===== config.mk =====
export PLATFORM = sky130hd
export DESIGN_NAME = param_sync_fifo
export DESIGN_NICKNAME = d
export VERILOG_FILES = /design/src/rtl/param_sync_fifo.sv
export SDC_FILE = /design/constraint.sdc
export NUM_CORES = 1
export LEC_CHECK = 0
export CORE_AREA = 4 4 106 108
export DETAILED_ROUTE_END_ITERATION = 10
export DIE_AREA = 0 0 110 112
export PLACE_DENSITY = 0.82
export SLEW_MARGIN = 40
export SYNTH_ARGS = -nofsm -noshare
export SYNTH_HDL_FRONTEND = slang
export SYNTH_SLANG_ARGS = --single-unit

===== constraint.sdc =====
create_clock -name clk -period 8.6 [get_ports clk]
set_input_delay 2.58 -clock clk [delete_from_list [all_inputs] [get_ports clk]]
set_output_delay 2.58 -clock clk [all_outputs]
set_load 0.02 [all_outputs]

===== src/rtl/param_sync_fifo.sv =====
`default_nettype none
// ============================================================================
//  Module      : param_sync_fifo
//  Description : Parameterised single-clock FIFO with registered status flags,
//                sticky overflow/underflow errors and a selectable read mode
//                (registered read or first-word-fall-through).
//  Ports       : clk, reset (async, active-high)
//                wr_en/din -> full, almost_full, overflow
//                rd_en     -> dout, rd_valid, empty, almost_empty, underflow
//                count (fill level), clr_err (clears sticky errors)
//  Revision    : 1.0  initial release
// ============================================================================
module param_sync_fifo #(
    parameter int DATA_WIDTH = 8,
    parameter int FIFO_DEPTH = 16,
    parameter int AF_LEVEL   = FIFO_DEPTH - 4,
    parameter int AE_LEVEL   = 2,
    parameter int FWFT       = 0
) (
    input  logic                        clk,
    input  logic                        reset,
    input  logic                        wr_en,
    input  logic [DATA_WIDTH-1:0]       din,
    output logic                        full,
    output logic                        almost_full,
    output logic                        overflow,
    input  logic                        rd_en,
    output logic [DATA_WIDTH-1:0]       dout,
    output logic                        rd_valid,
    output logic                        empty,
    output logic                        almost_empty,
    output logic                        underflow,
    output logic [$clog2(FIFO_DEPTH):0] count,
    input  logic                        clr_err
);

    localparam int c_AW = $clog2(FIFO_DEPTH);
    localparam int c_CW = c_AW + 1;

    localparam logic [c_CW-1:0] c_DEPTH = c_CW'(FIFO_DEPTH);
    localparam logic [c_CW-1:0] c_AF    = c_CW'(AF_LEVEL);
    localparam logic [c_CW-1:0] c_AE    = c_CW'(AE_LEVEL);
    localparam logic [c_AW-1:0] c_PTR1  = c_AW'(1);
    localparam logic [c_CW-1:0] c_CNT1  = c_CW'(1);

    // ------------------------------------------------------------------------
    // Elaboration-time parameter legality
    // ------------------------------------------------------------------------
    generate
        if ((FIFO_DEPTH < 4) || ((FIFO_DEPTH & (FIFO_DEPTH - 1)) != 0) ||
            (AE_LEVEL < 0) || (AE_LEVEL >= AF_LEVEL) || (AF_LEVEL > FIFO_DEPTH)) begin : g_param_check
            $error("param_sync_fifo: illegal FIFO_DEPTH/AF_LEVEL/AE_LEVEL combination");
        end
    endgenerate

    // ------------------------------------------------------------------------
    // State
    // ------------------------------------------------------------------------
    logic [DATA_WIDTH-1:0] r_mem [FIFO_DEPTH];
    logic [c_AW-1:0]       r_wr_ptr;
    logic [c_AW-1:0]       r_rd_ptr;
    logic [c_CW-1:0]       r_count;
    logic                  r_full;
    logic                  r_empty;
    logic                  r_almost_full;
    logic                  r_almost_empty;
    logic                  r_overflow;
    logic                  r_underflow;

    logic                  w_rd_ack;
    logic                  w_wr_ack;
    logic [c_CW-1:0]       w_count_d;

    // A write at full is still accepted when a read frees a slot in the same
    // cycle. There is deliberately no bypass: an empty FIFO never acks a read.
    assign w_rd_ack = rd_en && !r_empty;
    assign w_wr_ack = wr_en && (!r_full || w_rd_ack);

    always_comb begin
        w_count_d = r_count;
        case ({w_wr_ack, w_rd_ack})
            2'b10:   w_count_d = r_count + c_CNT1;
            2'b01:   w_count_d = r_count - c_CNT1;
            default: w_count_d = r_count;
        endcase
    end

    // Storage is intentionally not reset.
    always_ff @(posedge clk) begin
        if (w_wr_ack) begin
            r_mem[r_wr_ptr] <= din;
        end
    end

    // Pointers, count and status flags. Flags are derived from the next count
    // so they are always consistent with the registered count.
    always_ff @(posedge clk or posedge reset) begin
        if (reset) begin
            r_wr_ptr       <= '0;
            r_rd_ptr       <= '0;
            r_count        <= '0;
            r_full         <= 1'b0;
            r_empty        <= 1'b1;
            r_almost_full  <= 1'b0;
            r_almost_empty <= 1'b1;
        end else begin
            if (w_wr_ack) begin
                r_wr_ptr <= r_wr_ptr + c_PTR1;
            end
            if (w_rd_ack) begin
                r_rd_ptr <= r_rd_ptr + c_PTR1;
            end
            r_count        <= w_count_d;
            r_full         <= (w_count_d == c_DEPTH);
            r_empty        <= (w_count_d == '0);
            r_almost_full  <= (w_count_d >= c_AF);
            r_almost_empty <= (w_count_d <= c_AE);
        end
    end

    // Sticky error flags: a new error event outranks a clear in the same cycle.
    always_ff @(posedge clk or posedge reset) begin
        if (reset) begin
            r_overflow  <= 1'b0;
            r_underflow <= 1'b0;
        end else begin
            if (wr_en && !w_wr_ack) begin
                r_overflow <= 1'b1;
            end else if (clr_err) begin
                r_overflow <= 1'b0;
            end
            if (rd_en && r_empty) begin
                r_underflow <= 1'b1;
            end else if (clr_err) begin
                r_underflow <= 1'b0;
            end
        end
    end

    // ------------------------------------------------------------------------
    // Read data path
    // ------------------------------------------------------------------------
    generate
        if (FWFT != 0) begin : g_fwft
            // Head word is always presented; rd_en only acknowledges it.
            assign dout     = r_mem[r_rd_ptr];
            assign rd_valid = !r_empty;
        end else begin : g_std
            logic [DATA_WIDTH-1:0] r_dout;
            logic                  r_rd_valid;

            always_ff @(posedge clk or posedge reset) begin
                if (reset) begin
                    r_dout     <= '0;
                    r_rd_valid <= 1'b0;
                end else begin
                    r_rd_valid <= w_rd_ack;
                    if (w_rd_ack) begin
                        r_dout <= r_mem[r_rd_ptr];
                    end
                end
            end

            assign dout     = r_dout;
            assign rd_valid = r_rd_valid;
        end
    endgenerate

    assign count        = r_count;
    assign full         = r_full;
    assign empty        = r_empty;
    assign almost_full  = r_almost_full;
    assign almost_empty = r_almost_empty;
    assign overflow     = r_overflow;
    assign underflow    = r_underflow;

endmodule
`default_nettype wire


==> qor.csv <==
metric;value;unit
outcome;finished clean;
worst-setup-path-type;in -> reg;
final_core_utilization;72.3;%
leakagePower;0.00253;uW
synth_most_common_cell;edfxtp_1;
synth-edff-count;128;
antenna_viol_nets_final;0;
clock_tree.root_cell;clkbuf_8;
synth-warning-count;0;
cell_depth_of_the_worst_hold_path;2;
cp_num_buf_inv;2;
timing.clock.skew;0.00762;ns
cts_tree;yes;
cp_common_cell;ha_1;
report.final.slew_viol_count;0;
die_area;12300;sq um
timing.rr.start;empty;
top_delay_family_on_crit_path;compound AO/OA/AOI/OAI gates;
viasPerCell;6.10;
reg2reg_slack;4.80;ns
sequential_cell_area;4550;sq um
hold_buffers;0;
worstHoldPathType;reg -> reg;
worst_path_max_delay_cell;a21boi_1;
routed-via-count;3280;
finalNetCount;410;
largest_driver_fanout_on_the_critical_path;12;
place_hpwl;7.59;mm
origin_of_the_worst_min_delay_path;overflow;
pin_count_of_the_biggest_net_entering_global_routing;29;
gp_congestion;0.812;
cts_inserted_buffers;17;
highest_clock_rate;170;MHz
timing.max_cap.violations;0;
gr-total-overflow;0;
synth_common_cells;edfxtp_1 (128), mux4_2 (31), dfrtp_1 (26), nor2_1 (21), nand2_1 (19);
clock_sink_count;156;
first_pass_iters;5;
fillerInstances;610;
synthCells;350;
worst_pin_slew;0.843;ns
synth_largest_area_cell;edfxtp_1;
route.final.wire_length;12.5;mm
die_y;112;um
grt_most_used_layer;met2;
place.port_buffers;32;
yosys.area.top_type_share;60.0;%
grt_antenna_before_repair;0;
areaGrowthSynthToFinish;15.5;%
clk_latency;0.52;ns
timing.final.crit_period;5.88;ns
gr-usage-met3;5.22;%
crit-reg2reg-capture;almost_full;
starting_utilization_of_the_core_area;62.6;%
grt_setup_unrepaired;no;
worstHoldEndpoint;overflow;
floorplan.io_pins;33;
cts.clk_slew.worst_paths;0.06;ns
final-hold-violation-count;0;
cts_max_path_buffers;2;
drive_above_1_share;23.4;%
synthDistinctLibCells;47;
row_count;37;
worst_setup_path_end_kind;flop;
max-vdd-ir-drop;0.197;mV
netlist_area;6400;sq um
cts_max_level;4;
cts.repair.resized;0;
finalCritPeriodShare;68.4;%
wp_data_required;9.00;ns
core_area;10200;sq um
async_flop_share;17.9;%
synth-seq-area-share;71.0;%
crit_path_max_incr_delay;0.64;ns
drc;0;
avgRoutedWirePerCell;23.3;um
timing.critical_path.from_type;input port;
net_count_synth;371;
critical_path.startpoint;rd_en;
global_route.usage.met2;36.3;%
power_density_normalized_to_cell_area;346;nW/um^2
drtIter0Drc;283;
setup_total_negative_slack;0;ns
grt.met1_usage;31.3;%
cp_cell_sequence;clkdlybuf4s50_1, nand2b_1, a21boi_1, inv_1, ha_1, xor2_1, ha_1, a21oi_1, mux2i_1, nor2_1, a32o_1, a311o_1;
setup-violations-final;0;
dominantRegCellSynth;edfxtp_1;
ys_top_cells_by_area;edfxtp_1 (60%), mux4_2 (11%), dfrtp_1 (10%);
ys_ff_latch;156;
die_w;110;um
grt_pass1_wl;20.0;mm
post_cts_setup_driven_buffer_insertion_count;0;
r2r_cells;11;
number_of_antenna_repair_diodes;0;
grt_util_all_layers;22.6;%
worst_ep_arrival_time;6.28;ns
average_instance_area_after_synthesis;18.3;sq um
first_global_vias;3423;
multi_input_comb_area;1700;sq um
worst_slew_margin_rel;43.6;%
[cells in the final DEF (no fill, tap or decap), drive strengths merged, types with 6 or more instances in the layout]
cell           count
nor3               7
inv               13
nor2              21
buf                7
dfrtp             26
clkdlybuf4s50     32
ha                 8
clkbuf            20
edfxtp           128
clkinv             6
o21ai              8
mux4              32
nand2             19
xnor2              9
mux2i             13
[power breakdown]
part | internal, uW | switching, uW | total (uW)
Combinational | 377 | 418 | 795
Sequential | 945 | 110 | 1050
Clock | 416 | 290 | 707
[worst min-delay path, stage by stage, from the launching register on]
cell and delay (ns):
dfrtp_1 0.37, inv_1 0.05, o21ai_0 0.06
[state kept, by name (all words and copies together) (netlist names)]
register,flops
r_wr_ptr,4
underflow,1
dout,8
almost_full,1
almost_empty,1
r_rd_ptr,4
empty,1
overflow,1
full,1
count,5
r_mem,128
rd_valid,1
[per-layer routing]
metal / routed length, um / up-vias / part of all wire, %
li1: - / 1459 / -
met1: 5190 / 1680 / 41
met2: 6560 / 120 / 52
met3: 625 / 21 / 5.0
met4: 168 / 0 / 1.3
met5: 0 / - / 0
[worst max path at each step]
stage / end / slack, ns / depth (start not counted)
after floorplan: almost_full / 3.44 / 13
after detailed placement: almost_full / 2.30 / 12
after global routing: almost_full / 2.51 / 12
final: almost_full / 2.72 / 12
after global placement: almost_full / 2.55 / 12
after CTS: almost_full / 2.76 / 12
[final cells by class]
cell class                 instances  area share, %
tap                              136           2.30
clock buffer                      20           5.75
timing repair buffer              39           5.04
inverter                          10          0.508
multi-input combinational        165           23.0
sequential                       156           61.5
clock inverter                    12           1.88
[kinds of logic after synthesis]
kind of cell | after synthesis | share of synthesized area [%]
xor+xnor | 13 | 1.90
buf+inv | 29 | 2.83
fa+ha+maj | 8 | 1.56
mux | 50 | 14.2
compound gates | 29 | 3.56
flops | 156 | 71.0
simple gates | 65 | 4.89
[metrics by stage]
step | hold WS [ns] | power, uW | instance area, sq um | instances | setup WS (ns)
finish | 0.527 | 2560 | 7390 | 538 | 2.72
global route | 0.577 | 2680 | 7390 | 538 | 2.51
CTS | 0.537 | 2560 | 7370 | 538 | 2.76
detailed placement | 0.525 | 1850 | 6810 | 506 | 2.30
global placement | 0.517 | 1810 | 6800 | 506 | 2.55
floorplan | 0.522 | 1640 | 6400 | 350 | 3.44
Power figures use the tool's default switching activity.
